==> src/rtl/gcd_pkg.sv <==
// Shared definitions for the GCD engine: controller states and
// the encoding of the algorithm-select input.
package gcd_pkg;

    typedef enum logic [1:0] {
        IDLE = 2'd0,
        CALC = 2'd1,
        DONE = 2'd2
    } state_t;

    localparam logic MODE_SUB = 1'b0;
    localparam logic MODE_BIN = 1'b1;

endpackage

==> src/rtl/gcd_step.sv <==
// One combinational GCD iteration: either a subtractive Euclid step or a
// binary (Stein) step, reporting termination and the final result.
module gcd_step
    import gcd_pkg::*;
#(
    parameter int WIDTH = 8,
    parameter int KW    = 4
) (
    input  logic [WIDTH-1:0] i_a,
    input  logic [WIDTH-1:0] i_b,
    input  logic [KW-1:0]    i_k,
    input  logic             i_mode,
    output logic [WIDTH-1:0] o_a,
    output logic [WIDTH-1:0] o_b,
    output logic [KW-1:0]    o_k,
    output logic             o_term,
    output logic [WIDTH-1:0] o_result
);

    logic [WIDTH-1:0] w_diff_ab;
    logic [WIDTH-1:0] w_diff_ba;

    assign w_diff_ab = i_a - i_b;
    assign w_diff_ba = i_b - i_a;

    // Priority-ordered iteration rules; operands pass through unless a rule fires.
    always_comb begin
        o_a      = i_a;
        o_b      = i_b;
        o_k      = i_k;
        o_term   = 1'b0;
        o_result = '0;
        if (i_mode == MODE_BIN) begin
            if (i_a == '0) begin
                o_term   = 1'b1;
                o_result = i_b << i_k;
            end else if (i_b == '0) begin
                o_term   = 1'b1;
                o_result = i_a << i_k;
            end else if ((i_a[0] == 1'b0) && (i_b[0] == 1'b0)) begin
                o_a = i_a >> 1'b1;
                o_b = i_b >> 1'b1;
                o_k = i_k + KW'(1);
            end else if (i_a[0] == 1'b0) begin
                o_a = i_a >> 1'b1;
            end else if (i_b[0] == 1'b0) begin
                o_b = i_b >> 1'b1;
            end else if (i_a >= i_b) begin
                o_a = w_diff_ab >> 1'b1;
            end else begin
                o_b = w_diff_ba >> 1'b1;
            end
        end else begin
            if (i_a < i_b) begin
                o_a = i_b;
                o_b = i_a;
            end else if (i_b != '0) begin
                o_a = w_diff_ab;
            end else begin
                o_term   = 1'b1;
                o_result = i_a;
            end
        end
    end

endmodule

==> src/rtl/gcd_param.sv <==
// Iterative GCD engine with valid/ready operand intake, a result held until
// acknowledged, and a saturating count of the iterations used.
module gcd_param
    import gcd_pkg::*;
#(
    parameter int WIDTH = 8,
    parameter int CNT_W = 8
) (
    input  logic             Clk,
    input  logic             Rst,
    input  logic [WIDTH-1:0] A_in,
    input  logic [WIDTH-1:0] B_in,
    input  logic             mode_bin,
    input  logic             operands_val,
    output logic             operands_rdy,
    input  logic             ack,
    output logic [WIDTH-1:0] gcd_out,
    output logic             gcd_valid,
    output logic [CNT_W-1:0] cycles
);

    localparam int KW = $clog2(WIDTH) + 1;
    localparam logic [CNT_W-1:0] CNT_MAX = '1;

    state_t           r_state;
    state_t           w_state_next;
    logic [WIDTH-1:0] r_a;
    logic [WIDTH-1:0] r_b;
    logic [KW-1:0]    r_k;
    logic             r_mode;
    logic [CNT_W-1:0] r_cnt;
    logic [WIDTH-1:0] r_out;
    logic [CNT_W-1:0] r_cycles;
    logic             r_valid;
    logic             r_rdy;

    logic [WIDTH-1:0] w_a_next;
    logic [WIDTH-1:0] w_b_next;
    logic [KW-1:0]    w_k_next;
    logic             w_term;
    logic [WIDTH-1:0] w_result;
    logic [CNT_W-1:0] w_cnt_next;

    gcd_step #(
        .WIDTH (WIDTH),
        .KW    (KW)
    ) u_step (
        .i_a      (r_a),
        .i_b      (r_b),
        .i_k      (r_k),
        .i_mode   (r_mode),
        .o_a      (w_a_next),
        .o_b      (w_b_next),
        .o_k      (w_k_next),
        .o_term   (w_term),
        .o_result (w_result)
    );

    // The terminating iteration is itself counted, so it uses the incremented value.
    assign w_cnt_next = (r_cnt == CNT_MAX) ? r_cnt : r_cnt + CNT_W'(1);

    // State register.
    always_ff @(posedge Clk) begin
        if (Rst) begin
            r_state <= IDLE;
        end else begin
            r_state <= w_state_next;
        end
    end

    // Next-state logic.
    always_comb begin
        w_state_next = r_state;
        case (r_state)
            IDLE: begin
                if (operands_val) begin
                    w_state_next = CALC;
                end else begin
                    w_state_next = IDLE;
                end
            end
            CALC: begin
                if (w_term) begin
                    w_state_next = DONE;
                end else begin
                    w_state_next = CALC;
                end
            end
            DONE: begin
                if (ack) begin
                    w_state_next = IDLE;
                end else begin
                    w_state_next = DONE;
                end
            end
            default: begin
                w_state_next = IDLE;
            end
        endcase
    end

    // Operand capture, iteration registers and result latching.
    always_ff @(posedge Clk) begin
        if (Rst) begin
            r_a      <= '0;
            r_b      <= '0;
            r_k      <= '0;
            r_mode   <= MODE_SUB;
            r_cnt    <= '0;
            r_out    <= '0;
            r_cycles <= '0;
        end else begin
            case (r_state)
                IDLE: begin
                    if (operands_val) begin
                        r_a    <= A_in;
                        r_b    <= B_in;
                        r_mode <= mode_bin;
                        r_k    <= '0;
                        r_cnt  <= '0;
                    end
                end
                CALC: begin
                    r_a   <= w_a_next;
                    r_b   <= w_b_next;
                    r_k   <= w_k_next;
                    r_cnt <= w_cnt_next;
                    if (w_term) begin
                        r_out    <= w_result;
                        r_cycles <= w_cnt_next;
                    end
                end
                default: begin
                end
            endcase
        end
    end

    // Handshake flags follow the upcoming state so they are valid the cycle it is entered.
    always_ff @(posedge Clk) begin
        if (Rst) begin
            r_rdy   <= 1'b1;
            r_valid <= 1'b0;
        end else begin
            r_rdy   <= (w_state_next == IDLE);
            r_valid <= (w_state_next == DONE);
        end
    end

    assign operands_rdy = r_rdy;
    assign gcd_valid    = r_valid;
    assign gcd_out      = r_out;
    assign cycles       = r_cycles;

endmodule

==> config.mk <==
export PLATFORM = sky130hd
export DESIGN_NAME = gcd_param
export DESIGN_NICKNAME = d
export VERILOG_FILES = /design/src/rtl/gcd_pkg.sv /design/src/rtl/gcd_step.sv /design/src/rtl/gcd_param.sv
export SDC_FILE = /design/constraint.sdc
export NUM_CORES = 1
export LEC_CHECK = 0
export BUFFER_PORTS_ARGS = -buffer_cell sky130_fd_sc_hd__buf_2
export CAP_MARGIN = 5
export CORE_ASPECT_RATIO = 1.2
export CORE_UTILIZATION = 45
export DETAILED_ROUTE_END_ITERATION = 8
export PLACE_DENSITY = 0.63
export RECOVER_POWER = 50
export SYNTH_ARGS = -nofsm -noshare
export SYNTH_HDL_FRONTEND = slang
export SYNTH_SLANG_ARGS = --single-unit
==> constraint.sdc <==
create_clock -name Clk -period 6.7 [get_ports Clk]
set_input_delay 1.005 -clock Clk [delete_from_list [all_inputs] [get_ports Clk]]
set_output_delay 1.005 -clock Clk [all_outputs]
set_load 0.005 [all_outputs]
==> results.ini, run 1 <==
[drt]
via_count=4120
totalWireLength_um=12100
wire_per_inst_um=18.7
drtAntennaViolNets=0
first_iter_violations=239
drc=0
drt_pass1_iterations=5
vias_per_cell=6.35

[logic_synthesis]
synthTopCellsByArea=dfxtp_1 (24%), nor2_1 (6.1%), ha_1 (5.9%), a21oi_1 (5.3%), a211oi_1 (5.0%)
syn_area_mm2=0.00406
syn_inst=521
ys_seq_area_share_pct=24.2
yosys.area.top_type=dfxtp_1
netlist.area_leader.share_pct=24.2
syn-num-nets=563
synth_edf_count=0
synthDistinctLibCells=72
ys_seq_elements=49
synthArstFlopShare_pct=0
yosys_most_used_dff=dfxtp_1
yosys_warnings=0
syn_area_per_cell_um2=7.79

[clock_network]
h-tree-depth=2
cts.path.max_buffers=2
cts_setup_buffers=0
insertion_delay_ns=0.32
hold_buffers=0
path_clk_slew_ns=0.11
cts.sinks=49
post_cts_resized=0
clockRootBuffer=clkbuf_8
cts_made_buffers=5
cts_tree=yes

[finish]
fin_nets=573
fillCellCount=920
layout_common_cells=nor2_1 (66), dfxtp_1 (49), a21oi_1 (42)
final_common_cell=nor2_1
antennaDiodeCount=0
design_area_mm2=0.00431
drive_gt1_share_pct=12.4
areaGrowthSynthToFinish_pct=6.32

[run_status]
status=complete, but fails checks
failed_checks=capacitance limit, slew limit

[power_and_ir_drop]
p_leak_nw=1.51
power_density_mw_per_mm2=356
p_total_mw=1.54
vdd_drop_max_v=0.000275

[run]
maxCapViolCount=1

[timing]
max_freq_mhz=295
layout_min_cycle_time_ns=3.39
relSlewSlack_pct=-58.3
fin_ws_ns=3.31
tns_ns=0
rsz0062_at_grt=false
worst_clock_skew_ns=0.0138
finalCritPeriodShare_pct=50.5
slew_viol_final=50
setup_viol=0
hold_ws_ns=0.478
finalHoldViolCount=0
worst_pin_slew_ns=2.37

[floorplan]
die_area_mm2=0.00940
start_util_pct=46.9
rows=37
coreArea_mm2=0.00866
pin_count=39
fp.dieH_um=106
dieWidth_um=88.7

[critical_path]
path_delay_family=compound AO/OA/AOI/OAI gates
critical_path_arrival_ns=3.59
crit_type=flop to flop
crit_buf_inv=1
cp.required_ns=6.91
cpPeakStageDelay_ns=0.78
cp_cell_sequence=inv_1 > ha_1 > a21oi_1 > o21ai_0 > o21ai_2 > o221a_1 > and3_4 > a311oi_2
start_kind=flop
end_kind=flop
slowest_stage=o21ai_0
path_max_fanout=17

[global_route]
grt_first_pass_wirelength_um=19500
grt_use_total_pct=26.8
grt_max_degree=50
antenna_found_initial=0
grt_pass1_vias=3762
grt-ovfl-total=0

[worst_hold_path]
holdCritPathClass=flop to flop

[place]
place_hpwl_um=8720
port_buffers=38
dp_slack_ns=3.51
place_congestion=0.944
place_area_mm2=0.00424

-- kinds of logic (layout without fill, tap and decap cells) --
family                   Yosys count  in the layout  synth area share, %
multiplexers                      18             18                 5.89
buffers and inverters             59             70                 6.51
AND/OR/NAND/NOR                  185            185                 23.6
AO/OA/AOI/OAI                    179            179                 30.8
XOR/XNOR                          10             10                 2.16
flip-flops                        49             49                 24.2
adder cells (fa/ha/maj)           21             21                 6.85
-- sequential cells by signal, indices dropped and copies added (netlist names) --
| name | count |
|---|---|
| r_b | 8 |
| r_a | 8 |
| r_state | 2 |
| operands_rdy | 1 |
| r_cnt | 8 |
| r_mode | 1 |
| gcd_valid | 1 |
| r_k | 4 |
| cycles | 8 |
| gcd_out | 8 |
-- Yosys cell counts, drive strengths merged (2+ instances only) --
library cell / instances
buf: 15
a311oi: 13
nor4: 5
xnor2: 5
a211o: 2
a211oi: 29
a31oi: 18
nand2b: 6
mux4: 4
nand2: 35
and4: 3
a21oi: 43
mux2i: 10
nor3: 13
xor2: 5
and3: 4
a21o: 6
fa: 2
o211ai: 8
nand3b: 5
clkbuf: 23
a32oi: 2
nand4: 6
o21bai: 2
inv: 21
dfxtp: 49
o2bb2ai: 2
mux2: 4
and2: 4
o21a: 6
or3: 5
nor2: 68
nand3: 9
a221oi: 3
nor3b: 6
or4: 2
o22ai: 5
ha: 19
o21ai: 27
nor2b: 8
-- stage by stage --
stage / instances / utilization [%]
floorplan: 521 / -
global placement: 641 / 48.9
detailed placement: 641 / 48.9
CTS: 649 / 50.0
global route: 649 / 49.8
finish: 649 / 49.8
-- layer usage --
metal | share of wire, % | up-vias | GRT usage [%]
li1 | - | 1968 | -
met5 | 0 | - | 0
met2 | 48 | 170 | 43.5
met3 | 7.1 | 40 | 3.65
met1 | 41 | 1942 | 34.0
met4 | 4.4 | 0 | 14.3
-- worst paths after layout --
check | startpoint | endpoint | slack, ns | cells after the start
worst max-delay path | r_a[5]$_SDFFE_PP0P_ | r_a[2]$_SDFFE_PP0P_ | 3.31 | 8
worst min-delay path | cycles[6]$_SDFFE_PP0P_ | cycles[6]$_SDFFE_PP0P_ | 0.48 | 2
worst max register to register | r_a[5]$_SDFFE_PP0P_ | r_a[2]$_SDFFE_PP0P_ | 3.31 | 8
worst min register to register | cycles[6]$_SDFFE_PP0P_ | cycles[6]$_SDFFE_PP0P_ | 0.48 | 2
-- final cells by class --
cell class	instances	area, um^2	share of cell area, %
Multi-Input combinational cell	413	2820	65.3
Tap cell	117	146	3.39
Clock buffer	5	68.8	1.60
Sequential cell	49	981	22.7
Clock inverter	3	26.3	0.609
Timing Repair Buffer	41	196	4.55
Inverter	21	78.8	1.83
-- tightest hold or removal path, cell delays in order (launching register included) --
cell and delay [ns]:
dfxtp_1 0.32, nand2b_1 0.06, a21oi_1 0.05
-- report_power, final --
group / internal [mW] / total [mW] / switching [mW]
clock network: 0.0761 / 0.187 / 0.111
registers: 0.335 / 0.446 / 0.111
logic: 0.351 / 0.903 / 0.552
Power figures use the tool's default switching activity.
==> inputs of run 2 (changes only) <==
PLACE_DENSITY = 0.66   (was 0.63)
clock period = 2.8 ns   (was 6.7 ns; I/O delays follow)
==> run 2 against run 1 <==
The run now ends clean. Via count up 1.8%. Final cell count grew 6.3%. Routed wire length up 5.8%. Register-to-register slack got worse by 3.2 ns. Critical path depth stayed put. Critical endpoint is now r_a[5]$_SDFFE_PP0P_. Largest power group unchanged.
==> results.ini, run 2 (synthesis gave the netlist of run 1 again) <==
[drt]
vias_per_cell=6.08  ; -4.3%
drc=0  ; unchanged
wire_per_inst_um=18.6  ; -0.47%
via_count=4193  ; +1.8%
drt_pass1_iterations=5  ; unchanged
drtAntennaViolNets=0  ; unchanged
totalWireLength_um=12800  ; +5.8%
first_iter_violations=181  ; -24%

[timing]
rsz0062_at_grt=false
finalCritPeriodShare_pct=96.3  ; +46 points
worst_pin_slew_ns=1.00  ; -1.37 ns
finalHoldViolCount=0  ; unchanged
setup_viol=0  ; unchanged
tns_ns=0  ; unchanged
layout_min_cycle_time_ns=2.70  ; -0.689 ns
slew_viol_final=0  ; -100%
relSlewSlack_pct=33.3  ; +92 points
max_freq_mhz=371  ; +26%
worst_clock_skew_ns=0.0117  ; -0.00210 ns

[floorplan]
rows=37  ; unchanged
die_area_mm2=0.00940  ; unchanged
coreArea_mm2=0.00866  ; unchanged
pin_count=39  ; unchanged
dieWidth_um=88.7  ; unchanged
start_util_pct=46.9  ; unchanged
fp.dieH_um=106  ; unchanged

[critical_path]
crit-reg2reg-capture=r_a[5]$_SDFFE_PP0P_
critPathLaunch=r_b[4]$_SDFFE_PP0P_
r2r_cells=8  ; unchanged
start_kind=flop
end_kind=flop
cp.required_ns=3.03  ; -3.88 ns
crit_type=flop to flop
r2r_slack_ns=0.10  ; -3.21 ns
path_max_fanout=9  ; -8
critical_path_arrival_ns=2.93  ; -0.66 ns
timing.rr.start=r_b[4]$_SDFFE_PP0P_

[global_route]
grt_pass1_vias=3930  ; +4.5%
grt_max_degree=50  ; unchanged
grt_use_total_pct=28.3  ; +1.4 points
grt_first_pass_wirelength_um=20300  ; +4.2%
grt-ovfl-total=0  ; unchanged
antenna_found_initial=0  ; unchanged

[clock_network]
cts_made_buffers=5  ; unchanged
cts.path.max_buffers=2  ; unchanged
cts_setup_buffers=0  ; unchanged
insertion_delay_ns=0.31  ; about the same
h-tree-depth=2  ; unchanged
cts.sinks=49  ; unchanged
clockRootBuffer=clkbuf_8
cts_tree=yes
path_clk_slew_ns=0.10  ; about the same

[finish]
instances_no_fill=690  ; +6.3%
fillCellCount=864  ; -6.1%
areaGrowthSynthToFinish_pct=14.2
drive_gt1_share_pct=19.2  ; +6.8 points
layout_common_cells=nor2_1 (66), dfxtp_1 (47), buf_4 (42)
fin_nets=614  ; +7.2%
final_common_cell=nor2_1
ff_latch_area_um2=983  ; +0.26%
antennaDiodeCount=0  ; unchanged
multi_input_area_mm2=0.00282  ; +0.27%

[run]
maxCapViolCount=0  ; -1

[power_and_ir_drop]
p_leak_nw=1.72  ; +13%
power_density_mw_per_mm2=866  ; +140%
vdd_drop_max_v=0.000508  ; +85%
p_total_mw=4.01  ; +160%

[worst_hold_path]
min_to=r_mode$_SDFFE_PP0P_
min_from=mode_bin
holdCritPathClass=input port to flop
min_path_cells=3  ; +1

[place]
place_congestion=1.01  ; +7.2%
port_buffers=38  ; unchanged
dpl.cell_count=682  ; +6.4%
place_hpwl_um=9860  ; +13%

[run_status]
status=completed

## run 2: changes by cell type in the layout (fill, tap and decap cells not counted), moves of 2 or more
| cell | change |
|---|---|
| dfxtp_2 | +2 |
| dfxtp_1 | -2 |
| clkinvlp_4 | -2 |
| buf_4 | +39 |
## run 2: worst max-delay path by stage
stage,end,slack [ns],depth (start not counted)
after global placement,r_a[5]$_SDFFE_PP0P_,-0.12,8
after global routing,cycles[2]$_SDFFE_PP0P_,0.02,11
after floorplan,r_a[1]$_SDFFE_PP0P_,0.11,12
after detailed placement,r_a[5]$_SDFFE_PP0P_,-0.12,8
final,r_a[5]$_SDFFE_PP0P_,0.10,8
after CTS,r_a[5]$_SDFFE_PP0P_,0.04,8
## run 2: where the power goes
| group | total, mW | internal (mW) | switching (mW) |
|---|---|---|---|
| combinational | 2.65 | 1.08 | 1.57 |
| sequential | 0.921 | 0.803 | 0.118 |
| clock | 0.438 | 0.179 | 0.259 |
| total | 4.01 | 2.07 | 1.95 |
## run 2: worst max-delay path: stages, from the launching register on
cell,delay (ns)
dfxtp_2,0.49
inv_1,0.18
ha_1,0.34
or4b_2,0.70
o2111ai_1,0.14
a211oi_1,0.12
a211oi_2,0.26
o22ai_1,0.13
a311oi_2,0.24
## run 2: per-layer routing
metal	global-route usage, %	wire [um]	vias up
li1	-	-	2039
met1	34.2	5290	1956
met2	47.9	6320	156
met3	3.65	636	42
met4	14.6	584	0
met5	0	0	-
## run 2: metrics by stage
step	area, um^2	util [%]	hold WS (ns)	worst slack (ns)
detailed placement	4560	52.6	0.472	-0.120
CTS	4650	53.7	0.354	0.0404
global placement	4560	52.6	0.457	-0.120
floorplan	4060	-	0.462	0.112
finish	4630	53.5	0.350	0.103
global route	4630	53.5	0.364	0.0155
## run 2: layout make-up
| type | count | area share (%) |
|---|---|---|
| Clock inverter | 2 | 0.297 |
| Timing Repair Buffer | 82 | 11.1 |
| Sequential cell | 49 | 21.2 |
| Clock buffer | 6 | 1.57 |
| Inverter | 21 | 1.70 |
| Tap cell | 117 | 3.16 |
| Multi-Input combinational cell | 413 | 61.0 |
## run 2: repair_timing
item	4_1_cts	5_1_grt
gates resized for setup	3	3
hold buffers	0	0
endpoints found under the setup margin	1	3
